--- src/rtl/instr_encoder.sv ---
// MIPS-style instruction encoder: packs decoded fields into 32-bit words
// and streams them into instruction memory at an auto-incrementing address.
module instr_encoder (
  input  logic        CLK,
  input  logic        Reset_L,
  input  logic        LoadBase,
  input  logic [31:0] BaseAddr,
  input  logic        InValid,
  output logic        InReady,
  input  logic [4:0]  Mnemonic,
  input  logic [4:0]  Rs,
  input  logic [4:0]  Rt,
  input  logic [4:0]  Rd,
  input  logic [4:0]  Shamt,
  input  logic [15:0] Imm,
  input  logic [25:0] Target,
  output logic        MemWrEn,
  output logic [31:0] MemAddr,
  output logic [31:0] MemWrData,
  input  logic        MemAck,
  output logic        Illegal,
  output logic [15:0] WordCount,
  output logic        Busy
);

  typedef enum logic [1:0] {
    S_IDLE  = 2'd0,
    S_WRITE = 2'd1,
    S_ERR   = 2'd2
  } state_t;

  state_t      r_state;
  logic        r_wren;
  logic        r_illegal;
  logic        r_busy;
  logic [31:0] r_addr;
  logic [31:0] r_data;
  logic [15:0] r_wcnt;

  logic [25:0] w_rbase;
  logic [25:0] w_sbase;
  logic [25:0] w_ibase;
  logic [25:0] w_luibase;
  logic [31:0] w_word;
  logic        w_legal;
  logic        w_accept;
  logic        w_unused_base;

  assign w_unused_base = ^BaseAddr[1:0];

  assign w_rbase   = {6'b0, Rs, Rt, Rd, 5'b0};
  assign w_sbase   = {6'b0, 5'b0, Rt, Rd, Shamt};
  assign w_ibase   = {Rs, Rt, Imm};
  assign w_luibase = {5'b0, Rt, Imm};

  always_comb begin
    w_word  = 32'h0;
    w_legal = 1'b1;
    case (Mnemonic)
      5'd0:  w_word = {w_rbase, 6'b100000};
      5'd1:  w_word = {w_rbase, 6'b100001};
      5'd2:  w_word = {w_rbase, 6'b100010};
      5'd3:  w_word = {w_rbase, 6'b100011};
      5'd4:  w_word = {w_rbase, 6'b100100};
      5'd5:  w_word = {w_rbase, 6'b100101};
      5'd6:  w_word = {w_rbase, 6'b100110};
      5'd7:  w_word = {w_rbase, 6'b100111};
      5'd8:  w_word = {w_rbase, 6'b101010};
      5'd9:  w_word = {w_rbase, 6'b101011};
      5'd10: w_word = {w_sbase, 6'b000000};
      5'd11: w_word = {w_sbase, 6'b000010};
      5'd12: w_word = {w_sbase, 6'b000011};
      5'd13: w_word = {6'b100011, w_ibase};
      5'd14: w_word = {6'b101011, w_ibase};
      5'd15: w_word = {6'b000100, w_ibase};
      5'd16: w_word = {6'b000010, Target};
      5'd17: w_word = {6'b001101, w_ibase};
      5'd18: w_word = {6'b001000, w_ibase};
      5'd19: w_word = {6'b001001, w_ibase};
      5'd20: w_word = {6'b001100, w_ibase};
      5'd21: w_word = {6'b001111, w_luibase};
      5'd22: w_word = {6'b001010, w_ibase};
      5'd23: w_word = {6'b001011, w_ibase};
      5'd24: w_word = {6'b001110, w_ibase};
      default: w_legal = 1'b0;
    endcase
  end

  assign InReady  = (r_state == S_IDLE) && !LoadBase;
  assign w_accept = InValid && InReady;

  always_ff @(posedge CLK or negedge Reset_L) begin
    if (!Reset_L) begin
      r_state   <= S_IDLE;
      r_wren    <= 1'b0;
      r_illegal <= 1'b0;
      r_busy    <= 1'b0;
      r_addr    <= 32'h0;
      r_data    <= 32'h0;
      r_wcnt    <= 16'h0;
    end else begin
      case (r_state)
        S_IDLE: begin
          if (LoadBase) begin
            r_addr <= {BaseAddr[31:2], 2'b00};
          end else if (w_accept && w_legal) begin
            r_data  <= w_word;
            r_wren  <= 1'b1;
            r_busy  <= 1'b1;
            r_state <= S_WRITE;
          end else if (w_accept) begin
            r_illegal <= 1'b1;
            r_busy    <= 1'b1;
            r_state   <= S_ERR;
          end
        end
        S_WRITE: begin
          if (MemAck) begin
            r_wren  <= 1'b0;
            r_busy  <= 1'b0;
            r_addr  <= r_addr + 32'd4;
            r_state <= S_IDLE;
            if (r_wcnt != 16'hFFFF)
              r_wcnt <= r_wcnt + 16'd1;
          end
        end
        S_ERR: begin
          r_illegal <= 1'b0;
          r_busy    <= 1'b0;
          r_state   <= S_IDLE;
        end
        default: begin
          r_wren    <= 1'b0;
          r_illegal <= 1'b0;
          r_busy    <= 1'b0;
          r_state   <= S_IDLE;
        end
      endcase
    end
  end

  assign MemWrEn   = r_wren;
  assign MemAddr   = r_addr;
  assign MemWrData = r_data;
  assign Illegal   = r_illegal;
  assign WordCount = r_wcnt;
  assign Busy      = r_busy;

endmodule

--- config.mk ---
export PLATFORM = sky130hd
export DESIGN_NAME = instr_encoder
export DESIGN_NICKNAME = d
export VERILOG_FILES = /design/src/rtl/instr_encoder.sv
export SDC_FILE = /design/constraint.sdc
export NUM_CORES = 1
export LEC_CHECK = 0
export CORE_UTILIZATION = 48
export DETAILED_ROUTE_END_ITERATION = 6
export PLACE_DENSITY = 0.87
export SLEW_MARGIN = 20
export SYNTH_ARGS = -nofsm -noshare
export SYNTH_HDL_FRONTEND = slang
export SYNTH_SLANG_ARGS = --single-unit
--- constraint.sdc ---
create_clock -name CLK -period 4.2 [get_ports CLK]
set_input_delay 1.26 -clock CLK [delete_from_list [all_inputs] [get_ports CLK]]
set_output_delay 1.26 -clock CLK [all_outputs]
set_load 0.005 [all_outputs]
==> reports/results.ini <==
[sta]
setup_violations = 0
fin_worst_skew_ps = 6.163
max_freq_mhz = 265.1
slew_headroom_pct = 36.75
rsz0062_at_grt = no
timing.final.crit_share_pct = 89.82
fin_crit_ps = 3772
worstMarginPinSlew_ps = 948.8
hold_viol = 0
setup_ws_ps = 427.7
tns_ps = 0
drv_slew = 0

[synth]
yosys_warnings = 0
synthArstFlopShare_pct = 100.0
yosys-top-cells-area = dfrtp_1 43%, a21oi_1 7.0%, nor2_1 4.0%, nand2_1 3.8%, o21ai_0 3.0%
synth_area_um2 = 4793
yosysTopAreaCell = dfrtp_1
synthTopCellsByCount = 82 x dfrtp_1, 67 x a21oi_1, 51 x nor2_1
synth_top_cell_area_share_pct = 42.81
ys.flop_type = dfrtp_1
synth_edf_count = 0
yosysMostFrequentCell = dfrtp_1
ys_types = 64
syn-instance-count = 547
seq_area_frac_synth_pct = 42.81
avgSynthCellArea_um2 = 8.763
synth-seq-cells = 82

[worst_setup_path]
slowest_delay_ps = 570
cp_num_buf_inv = 2
cp_slowest_cell = clkdlybuf4s50_1
crit_family = buffers and inverters
path_common_cell = clkdlybuf4s50_1
crit_fanout = 4
cp.required_ps = 2940
worst_setup_path_end_kind = output port
timing.rr.end = WordCount[8]
setup.worst_path.end = InReady
cp-start-kind = primary input
crit_cells = 3
crit_start = LoadBase
reg2reg_slack_ps = 1660
critical_path_class = in -> out
crit_path_cell_trace = clkdlybuf4s50_1 -> nor3_2 -> clkdlybuf4s50_1
arrival_ps = 2510
r2r_start = r_state[1]
rr_worst_depth = 5

[cts]
clkLatencyLatePin_ps = 360
cts_sinks = 82
htreeDepth = 3
cts_tree = done
cts-root-buf = clkbuf_8
clk_path_buf_depth = 2
post_cts_resized = 0
holdBufCountCts = 0
cts_buffers = 9
cts.clk_slew.worst_paths_ps = 90
post_cts_buffers = 0

[floorplanning]
io_pins = 188
die_area_um2 = 10390
coreArea_um2 = 9729
die_h_um = 101.9
row_count = 36
die_w_um = 101.9
start_util_pct = 49.27

[worst_hold_path]
min_path_type = reg -> reg
worstHoldPathCells = 2

[global_route]
gr-total-overflow = 0
grt_pass1_wl_um = 23050
grt_max_degree = 83
grt_pass1_vias = 4671
antenna_found_initial = 0
grt_usage_pct = 28.43

[final_layout]
multi_input_area_um2 = 2481
ff_latch_area_um2 = 2052
areaGrowthSynthToFinish_pct = 43.59
drive_gt1_share_pct = 6.128
nets = 819
diodes = 0
nFillCells = 751

[drt]
wl_um = 14800
vias = 5094
avgViaCountPerCell = 5.986
ant_nets = 0
dr.pass1.iters = 5
drc = 0
dr.first_iter.drc_count = 350
routedWlPerCell_um = 17.40

[placed_design]
dp_slack_ps = 425.9
gp_congestion = 0.9118
port_buffers = 182
dpl.hpwl_um = 10650

[pwr]
peakVddDrop_v = 0.0002128
power_density_nw_per_um2 = 418.5
leakagePower_nw = 2.769

[job]
cap_viol_max_count = 0

[run_status]
outcome = finished, final reports clean

-- cells in the final DEF (no fill, tap or decap), types with 3 or more instances in the layout --
cell type	n
xor2_1	5
xnor2_1	10
o221ai_1	5
a222oi_1	5
and2_1	3
o21ai_0	29
o22ai_1	13
a21o_1	4
or3_1	7
nand2_1	49
o31ai_1	4
or4_1	4
a21oi_1	66
a311oi_1	5
a221o_1	10
nand2b_1	4
conb_1	3
nand4_1	10
nor2_1	51
o21a_1	3
and3_1	21
buf_4	11
dfrtp_1	82
clkdlybuf4s50_1	181
o211ai_1	5
a2bb2oi_1	8
and4_1	4
clkbuf_8	11
a211oi_1	3
nor3_1	13
nor4_1	4
nand3_1	24
a31oi_1	9
inv_1	11
-- worst min path at each step --
| stage | from | end | slack [ps] |
|---|---|---|---|
| 2_1_floorplan | MemWrData[31] | MemWrData[31] | 470 |
| 3_3_place_gp | MemWrData[1] | MemWrData[1] | 460 |
| 3_5_place_dp | MemWrData[1] | MemWrData[1] | 480 |
| 4_1_cts | MemWrData[1] | MemWrData[1] | 490 |
| 5_1_grt | WordCount[8] | WordCount[8] | 530 |
| 6_report | MemWrData[1] | MemWrData[1] | 480 |
-- worst reg2reg max path: cells and delay by family, from the launching register on --
| kind | cells | cell delay [ps] |
|---|---|---|
| AOI/OAI and AO/OA | 1 | 410 |
| and+or+nand+nor | 3 | 1360 |
| xor gates and xnor gates | 1 | 150 |
| DFF | 1 | 500 |
-- layout make-up --
| cell class | count | area share [%] |
|---|---|---|
| Clock inverter | 5 | 1.236 |
| Timing Repair Buffer | 193 | 27.69 |
| Tap cell | 133 | 2.418 |
| Multi-Input combinational cell | 416 | 36.05 |
| Inverter | 11 | 0.5999 |
| Clock buffer | 11 | 2.200 |
| Sequential cell | 82 | 29.81 |
-- layer usage --
metal	global-route usage, %	vias up	wire length [µm]
li1	-	2380	-
met1	35.85	2391	5807
met2	46.73	289	7230
met3	7.524	34	1402
met4	11.21	0	363
met5	0	-	0
-- registers in the layout, indices dropped and copies added (netlist names) --
name       cells
Illegal        1
Busy           1
WordCount     16
MemWrEn        1
MemWrData     31
MemAddr       30
r_state        2
-- report_power, final --
part           switching [mW]  internal, mW  total, mW
Combinational           0.425         0.587       1.01
Sequential              0.217         0.972       1.19
Clock                   0.309         0.371      0.679
Total                   0.950          1.93       2.88
-- logic make-up after synthesis --
kind of cell	count (synthesis)	synth area share, %
fa+ha+maj	2	0.5220
simple gates	212	23.18
buf+inv	51	5.716
mux	2	0.4437
flops	82	42.81
compound gates	182	24.51
xor+xnor	15	2.741
other cells	1	0.07823
-- metrics by stage --
step | util, % | power (mW) | cell area [µm²] | instances | hold slack, ps
5_1_grt | 70.74 | 3.043 | 6883 | 851 | 525.2
3_3_place_gp | 68.27 | 2.163 | 6643 | 835 | 458.9
3_5_place_dp | 68.27 | 2.203 | 6643 | 835 | 475.8
2_1_floorplan | - | 1.596 | 4801 | 549 | 472.6
4_1_cts | 70.70 | 2.883 | 6879 | 851 | 491.9
6_report | 70.74 | 2.880 | 6883 | 851 | 483.6
No activity file was read; power rests on OpenSTA's default activity.
